==> src/rtl/rcpa1_serial_sub.sv <==
// Bit-serial approximate subtractor. The low APPROX_BITS bits are formed as
// a ^ b with no borrow; the upper bits form an exact ripple-borrow difference.
// An exact difference is computed alongside from the same shifted operands.
module rcpa1_serial_sub #(
  parameter int N           = 8,
  parameter int APPROX_BITS = 2
) (
  input  logic         clk,
  input  logic         rst,
  input  logic         in_valid,
  output logic         in_ready,
  input  logic [N-1:0] A,
  input  logic [N-1:0] B,
  output logic         out_valid,
  input  logic         out_ready,
  output logic [N-1:0] diff,
  output logic         borrow_out,
  output logic [N-1:0] exact_diff,
  output logic         exact_borrow
);

  localparam int            CW   = $clog2(N);
  localparam logic [CW:0]   AB   = (CW+1)'(APPROX_BITS);
  localparam logic [CW-1:0] LAST = CW'(N-1);

  typedef enum logic [1:0] {IDLE, RUN, DONE} state_t;

  state_t        state;
  logic [N-1:0]  a_sh, b_sh;
  logic [N-1:0]  acc_a, acc_e;
  logic [CW-1:0] cnt;
  logic          bra, bre;

  logic ba, bb, apx_lo;
  logic da, de, bra_n, bre_n;

  // Per-bit difference and next borrow for both paths at bit position cnt
  always_comb begin
    ba     = a_sh[0];
    bb     = b_sh[0];
    apx_lo = ({1'b0, cnt} < AB);
    de     = ba ^ bb ^ bre;
    bre_n  = (~ba & bb) | (~(ba ^ bb) & bre);
    da     = ba ^ bb;
    bra_n  = 1'b0;
    if (!apx_lo) begin
      da    = ba ^ bb ^ bra;
      bra_n = (~ba & bb) | (~(ba ^ bb) & bra);
    end
  end

  // Control FSM with datapath; result registers only load on entry to DONE
  always_ff @(posedge clk) begin
    if (rst) begin
      state        <= IDLE;
      in_ready     <= 1'b1;
      out_valid    <= 1'b0;
      a_sh         <= '0;
      b_sh         <= '0;
      acc_a        <= '0;
      acc_e        <= '0;
      cnt          <= '0;
      bra          <= 1'b0;
      bre          <= 1'b0;
      diff         <= '0;
      exact_diff   <= '0;
      borrow_out   <= 1'b0;
      exact_borrow <= 1'b0;
    end else begin
      case (state)
        IDLE: begin
          if (in_valid) begin
            a_sh     <= A;
            b_sh     <= B;
            cnt      <= '0;
            bra      <= 1'b0;
            bre      <= 1'b0;
            in_ready <= 1'b0;
            state    <= RUN;
          end
        end
        RUN: begin
          a_sh  <= a_sh >> 1;
          b_sh  <= b_sh >> 1;
          acc_a <= {da, acc_a[N-1:1]};
          acc_e <= {de, acc_e[N-1:1]};
          bra   <= bra_n;
          bre   <= bre_n;
          cnt   <= cnt + 1'b1;
          if (cnt == LAST) begin
            diff         <= {da, acc_a[N-1:1]};
            exact_diff   <= {de, acc_e[N-1:1]};
            borrow_out   <= bra_n;
            exact_borrow <= bre_n;
            out_valid    <= 1'b1;
            state        <= DONE;
          end
        end
        DONE: begin
          if (out_ready) begin
            out_valid <= 1'b0;
            in_ready  <= 1'b1;
            state     <= IDLE;
          end
        end
        default: state <= IDLE;
      endcase
    end
  end

endmodule

==> config.mk <==
export PLATFORM = sky130hd
export DESIGN_NAME = rcpa1_serial_sub
export DESIGN_NICKNAME = d
export VERILOG_FILES = /design/src/rtl/rcpa1_serial_sub.sv
export SDC_FILE = /design/constraint.sdc
export NUM_CORES = 1
export LEC_CHECK = 0
export ABC_AREA = 0
export BUFFER_PORTS_ARGS = -buffer_cell sky130_fd_sc_hd__buf_2
export CORE_ASPECT_RATIO = 1.75
export CORE_MARGIN = 2
export CORE_UTILIZATION = 32
export DETAILED_ROUTE_END_ITERATION = 8
export SYNTH_ARGS = -nofsm -noshare
export SYNTH_HDL_FRONTEND = slang
export SYNTH_SLANG_ARGS = --single-unit
export TNS_END_PERCENT = 100
==> constraint.sdc <==
create_clock -name clk -period 1.7 [get_ports clk]
set_input_delay 0.085 -clock clk [delete_from_list [all_inputs] [get_ports clk]]
set_output_delay 0.085 -clock clk [all_outputs]
set_load 0.03 [all_outputs]
==> results of run 1 <==
## kinds of logic after synthesis
group / Yosys count / share of synthesized area, %
and+or+nand+nor: 107 / 19.7
AOI/OAI and AO/OA: 75 / 21.6
adders and majority gates: 5 / 3.30
DFF: 57 / 48.5
buffers and inverters: 26 / 6.86
## critical path, cell delays in order, from the launching register on
cell and delay, ns:
dfxtp_1 0.39, ha_1 0.18, ha_1 0.26, nand3b_4 0.14, or3_1 0.39, a21oi_1 0.12
## how the worst max path moves through the flow
stage                    endpoint  startpoint  slack [ns]
floorplan                 diff[4]      cnt[1]        0.28
global placement       borrow_out      cnt[1]        0.23
detailed placement  exact_diff[7]      cnt[1]        0.16
CTS                    borrow_out      cnt[1]        0.15
global route        exact_diff[7]      cnt[1]        0.05
finish                 borrow_out      cnt[1]        0.16
## placed cells by master, fill, tap and decap left out, types with 3 or more instances in the layout
cell / n
a211oi_1: 16
a21oi_1: 33
a22oi_1: 5
buf_2: 39
buf_4: 5
clkbuf_16: 9
clkbuf_8: 3
dfxtp_1: 57
ha_1: 3
inv_1: 5
nand2_1: 56
nor2_1: 36
nor3_1: 5
o2bb2ai_1: 12
or3_1: 3
## per-stage QoR
step	utilization, %	setup slack (ns)	hold WS (ns)
after floorplan	-	0.276	0.233
after global placement	36.1	0.231	0.326
after detailed placement	36.1	0.156	0.338
after CTS	40.4	0.150	0.00140
after global routing	40.4	0.0464	0.0219
final	40.4	0.158	0.00967
## power groups by stage
stage          clock network [mW]  logic, mW  registers, mW
6_report                     1.81      0.241           1.43
2_1_floorplan                   0      0.188           1.44
3_3_place_gp                    0      0.243           1.45
5_1_grt                      1.91      0.274           1.43
4_1_cts                      1.85      0.245           1.42
3_5_place_dp                    0      0.244           1.45
## routing by layer
| metal | up-vias | global-route usage [%] |
|---|---|---|
| met2 | 43 | 22.4 |
| li1 | 994 | - |
| met1 | 907 | 16.4 |
| met4 | 0 | 6.62 |
| met5 | - | 0 |
| met3 | 9 | 4.60 |
## state kept, by name, indices dropped and copies added, names as in the netlist
name          flops
a_sh              8
borrow_out        1
diff              8
bre               1
exact_diff        8
acc_e             7
cnt               3
exact_borrow      1
b_sh              8
state             2
acc_a             7
bra               1
out_valid         1
in_ready          1
## area by class of cell
cell class | count | area (sq um)
Timing Repair Buffer | 46 | 273
Clock buffer | 14 | 274
Inverter | 5 | 18.8
Fill cell | 752 | 4280
Tap cell | 86 | 108
Sequential cell | 57 | 1140
Multi-Input combinational cell | 187 | 1050
Clock inverter | 2 | 35.0
==> impl_metrics.tcl, run 1 <==
set metrics [dict create \
    worst_ep_arrival_time_ns 1.79 \
    synth_area_per_cell_sq_um 8.71 \
    synthCells 270 \
    worstReg2RegStart "cnt[1]" \
    detailroute.wirelength.met2_mm 2.69 \
    die_area_sq_um 8080 \
    placed_cells_incl_taps 381 \
    dp_hpwl_mm 3.50 \
    cts_post_setup_buffers_inserted 0 \
    drtPass1Iterations 4 \
    fp-row-count 41 \
    maximum_clock_insertion_buffer_count 2 \
    postCtsHoldBufs 0 \
    timing.fmax_mhz 648 \
    portBuffers 39 \
    post_synth_main_area_contributors "dfxtp_1 (49%), nand2_1 (8.9%), a21oi_1 (7.0%)" \
    globalRouteTotalUtil_pct 14.1 \
    power.share.switching_pct 21.3 \
    cts_root_buf "clkbuf_16" \
    yosys_warnings 0 \
    hold_viol 0 \
    ant_nets 0 \
    mappedNetlistNets 295 \
    grt_first_pass_wirelength_mm 8.55 \
    vias 1953 \
    timing.reg2reg.setup_slack_ns 0.16 \
    met3_length_um 246 \
    setup_viol 0 \
    layout.cell_area.non_filler_sq_um 2900 \
    post_synth_most_frequent_cells "dfxtp_1 (57), nand2_1 (56), nor2_1 (36), a21oi_1 (33), a211oi_1 (16)" \
    hp-class "input pin to flip-flop" \
    drv_cap 0 \
    die_w_um 68.8 \
    critical_path_peak_fanout 8 \
    worstHoldPathCells 3 \
    period_share_pct 90.7 \
    netlist_area_sq_um 2350 \
    dr_iter_0_viols 98 \
    seq_power_share_pct 41.0 \
    die_height_um 117 \
    floorplan.initialDensity_pct 32.8 \
    crit_path_start_kind "flip-flop" \
    routedWlPerCell_um 12.8 \
    hold_path_end "b_sh[7]" \
    cellLeakagePower_nw 1.16 \
    power_per_cell_area_nw_per_um2 1200 \
    fin_cells 397 \
    initial_antenna_violation_count 0 \
    worst_setup_hold_path_clk_slew_ns 0.05 \
    maxSlewViolCount 0 \
    largest_net_degree_at_the_start_of_global_routing 58 \
    drc_errors 0 \
    power.combinational.fraction_pct 6.9 \
    grt_remaining_overflow 0 \
    vias_in_the_first_global_route 1876 \
    core_area_sq_um 7180 \
    avgViaCountPerCell 4.92 \
    worst_ir_drop_vdd_uv 601 \
    finalClockSkew_ns 0.00583 \
    wirelength_met1_mm 2.03 \
    placedInstanceArea_sq_um 2590 \
    timing.critical_path.to_type "flip-flop" \
    most_frequent_cell_after_synthesis "dfxtp_1" \
    min_from "B[7]" \
    synth.ff_latch_count 57 \
    power.switching_mw 0.739 \
    io_pins 40 \
    grt_setup_unrepaired "no" \
    critical_path.reg2reg.endpoint "borrow_out" \
    intPower_mw 2.74 \
    path_class "flip-flop to flip-flop" \
    wl_mm 5.08 \
    post-synth-top-area-fraction_pct 48.5 \
    r2r_cells 5 \
    post-synth-top-area-cell "dfxtp_1" \
    layout-drive-gt1-share_pct 20.9 \
    post_synth_num_cell_types 32 \
    area_growth_from_synthesis_to_layout_pct 23.2 \
    run_status "finished, final reports clean" \
    critPathRequiredTime_ns 1.95 \
    topRoutingLayerUsed "met4" \
    clkPwrFrac_pct 52.1 \
    design_power_total_mw 3.48 \
    maxSlewHeadroom_pct 66.6 \
    cts_buffers 9 \
    nNetsFinal 331 \
    finalCriticalPeriod_ns 1.54 \
    worst_pin_slew_ns 0.501 \
    post_cts.resized_instances 0 \
    clock_sink_count 57 \
    ys_async_sr_fraction_pct 0 \
    postSynth.topFlopCell "dfxtp_1" \
    post_synth_edffs 0 \
    totalNegativeSetupSlack_ns 0 \
    clk-insertion-delay-late_ns 0.32 \
    cts_tree "built" \
    antenna_cells_inserted 0 \
    cts.htree.levels 3 \
    synth-seq-area-share_pct 48.5 \
    gpl.final_weighted_congestion 0.772 \
]
(Power assumes the default switching activity.)
==> run 2, diff against run 1 <==
--- a/config.mk
+++ b/config.mk
@@ -5,7 +5,7 @@
 export SDC_FILE = /design/constraint.sdc
 export NUM_CORES = 1
 export LEC_CHECK = 0
-export ABC_AREA = 0
+export ABC_AREA = 1
 export BUFFER_PORTS_ARGS = -buffer_cell sky130_fd_sc_hd__buf_2
 export CORE_ASPECT_RATIO = 1.75
 export CORE_MARGIN = 2
==> run 2 against run 1 <==
  * Core utilization increased by 1.1 points
  * Area after synthesis grew 6.5%
  * Setup slack improved by 0.030 ns
  * Sequential share of layout area fell by 3.0 points
  * Sequential power about the same
  * Fmax rose by 2.0%
  * Clock skew hardly changed
  * Critical endpoint is now diff[7]
  * Highest routed layer unchanged
==> impl_metrics.tcl, run 2 <==
set metrics [dict create \
    ant_nets 0 \
    postSynth.topFlopCell "dfxtp_1" \
    crit_slowest_cell "dfxtp_1" \
    fin_cells 492 \
    drc_errors 0 \
    timing.critical_path.to_type "flip-flop" \
    synthCells 360 \
    synth-seq-area-share_pct 45.6 \
    cts_post_setup_buffers_inserted 0 \
    layout.cell_area.non_filler_sq_um 3140 \
    worst_ep_arrival_time_ns 1.78 \
    area_growth_from_synthesis_to_layout_pct 25.2 \
    crit_path_start_kind "flip-flop" \
    most-common-layout-cells "nand2_1 (107), dfxtp_1 (57), nor2_1 (56), inv_1 (49), buf_2 (39)" \
    path_class "flip-flop to flip-flop" \
    layout-drive-gt1-share_pct 16.3 \
    netlist_area_sq_um 2500 \
    worst_ir_drop_vdd_uv 656 \
    globalRouteTotalUtil_pct 13.7 \
    cellLeakagePower_nw 1.60 \
    die_height_um 121 \
    finalCriticalPeriod_ns 1.51 \
    run_status "finished, final reports clean" \
    period_share_pct 89.0 \
    worstHoldPathCells 2 \
    post-synth-top-area-fraction_pct 45.6 \
    cts_buffers 9 \
    clk-insertion-delay-late_ns 0.33 \
    power.share.switching_pct 21.9 \
    r2r_cells 7 \
    pre_cts_slack_ns -0.00806 \
    timing.fmax_mhz 661 \
    design_power_total_mw 4.00 \
    cts.htree.levels 3 \
    ys_async_sr_fraction_pct 0 \
    post_synth_most_frequent_cells "nand2_1 (107), dfxtp_1 (57), nor2_1 (56), inv_1 (49), a21oi_1 (22)" \
    vias 2196 \
    finalClockSkew_ns 0.00605 \
    dr_iter_0_viols 79 \
    dp_hpwl_mm 3.79 \
    seq_power_share_pct 36.3 \
    gpl.final_weighted_congestion 0.754 \
    vias_in_the_first_global_route 2015 \
    io_pins 40 \
    wl_mm 5.51 \
    synth.ff_latch_count 57 \
    totalNegativeSetupSlack_ns 0 \
    cts_tree "built" \
    routedWlPerCell_um 11.2 \
    post-synth-top-area-cell "dfxtp_1" \
    post_synth_num_cell_types 24 \
    avgViaCountPerCell 4.46 \
    die_w_um 70.9 \
    setup_viol 0 \
    mappedNetlistNets 385 \
    clock_sink_count 57 \
    post_synth_main_area_contributors "dfxtp_1 (46%), nand2_1 (16%), nor2_1 (8.4%)" \
    slowest_delay_ns 0.39 \
    largest_net_degree_at_the_start_of_global_routing 35 \
    grt_setup_unrepaired "no" \
    cts_root_buf "clkbuf_16" \
    floorplan.initialDensity_pct 33.1 \
    chain_of_cells_forming_the_critical_path "buf_4 -> inv_2 -> nor2_8 -> nand2_4 -> nor2_2 -> nand2_1 -> nand2_1" \
    most_frequent_cell_after_synthesis "nand2_1" \
    yosys_warnings 0 \
    intPower_mw 3.12 \
    fp-row-count 42 \
    critical_path.most_common_cell "nand2_1" \
    hp-class "input pin to flip-flop" \
    drtPass1Iterations 4 \
    grt_first_pass_wirelength_mm 9.05 \
    die_area_sq_um 8580 \
    power.combinational.fraction_pct 9.0 \
    maxSlewHeadroom_pct 48.8 \
    placed_cells_incl_taps 475 \
    worst_setup_hold_path_clk_slew_ns 0.05 \
    grt_remaining_overflow 0 \
    maximum_clock_insertion_buffer_count 2 \
    placedInstanceArea_sq_um 2750 \
    synth_area_per_cell_sq_um 6.96 \
    most_frequent_standard_cell_in_the_layout_excluding_fill_and_tap_cells "nand2_1" \
    nNetsFinal 424 \
    post-route-worst-setup-slack_ns 0.188 \
    cp.buffers_inverters 2 \
    hold_viol 0 \
    post_synth_edffs 0 \
    portBuffers 39 \
    path_delay_family "simple AND/OR/NAND/NOR gates" \
    antenna_cells_inserted 0 \
    clkPwrFrac_pct 54.7 \
    critical_path_peak_fanout 25 \
    core_area_sq_um 7570 \
    critPathRequiredTime_ns 1.97 \
    critical_path_depth 7 \
    initial_antenna_violation_count 0 \
    power.switching_mw 0.877 \
    drv_cap 0 \
    power_per_cell_area_nw_per_um2 1270 \
    worst_pin_slew_ns 0.765 \
    maxSlewViolCount 0 \
]
-- run 2: cell count changes in the layout (fill, tap and decap cells not counted), sizes merged, moves of 4 or more --
cell     previous run  this run
nor2               36        58
o2bb2ai            12         0
a211oi             16         0
nand2              56       109
nor3                5         0
a21oi              33        22
inv                 5        51
nand3               0        17
a22oi               5         0
clkbuf             14        10
o21ai               0        20
-- run 2: layer usage --
metal / vias to the layer above / part of all wire, % / track usage, %
met5: - / 0 / 0
li1: 1170 / - / -
met2: 42 / 50 / 23.4
met4: 0 / 3.2 / 9.20
met3: 11 / 4.3 / 3.24
met1: 973 / 42 / 14.5
-- run 2: repair_timing --
item,4_1_cts,5_1_grt
endpoints found under the hold margin,1,0
gates resized for setup,0,2
hold buffers,1,0
endpoints found under the setup margin,0,18
-- run 2: cell type report --
class / instances / area [sq um]
repair buffers: 45 / 255
well taps: 88 / 110
clock buffers: 10 / 229
flip-flops and latches: 57 / 1140
inverters: 52 / 195
clock inverters: 6 / 130
fillers: 799 / 4430
multi-input cells: 234 / 1080
-- run 2: cells by family (layout without fill, tap and decap cells) --
kind of cell             Yosys count  after routing  share of synthesized area, %
AO/OA/AOI/OAI                     44             44                          9.14
adder cells (fa/ha/maj)            5              5                          3.10
flip-flops                        57             57                          45.6
AND/OR/NAND/NOR                  185            185                          30.1
buffers and inverters             69            113                          12.1
-- run 2: worst paths after layout --
check,slack (ns),end,startpoint
hold reg to reg,0.46,acc_e[7],acc_e[7]
hold / removal,0.05,cnt[1],rst
setup reg to reg,0.19,diff[7],state[0]
setup / recovery,0.19,diff[7],state[0]
-- run 2: power by group through the flow --
stage | combinational [mW] | clock, mW | sequential, mW
global placement | 0.350 | 0 | 1.48
CTS | 0.363 | 2.23 | 1.45
global route | 0.415 | 2.27 | 1.46
detailed placement | 0.359 | 0 | 1.48
floorplan | 0.274 | 0 | 1.47
finish | 0.361 | 2.19 | 1.45
-- run 2: per-stage QoR --
stage / utilization (%) / hold WS, ns
floorplan: - / 0.186
global placement: 36.4 / 0.302
detailed placement: 36.4 / 0.300
CTS: 41.2 / 0.0510
global route: 41.5 / 0.0611
finish: 41.5 / 0.0535
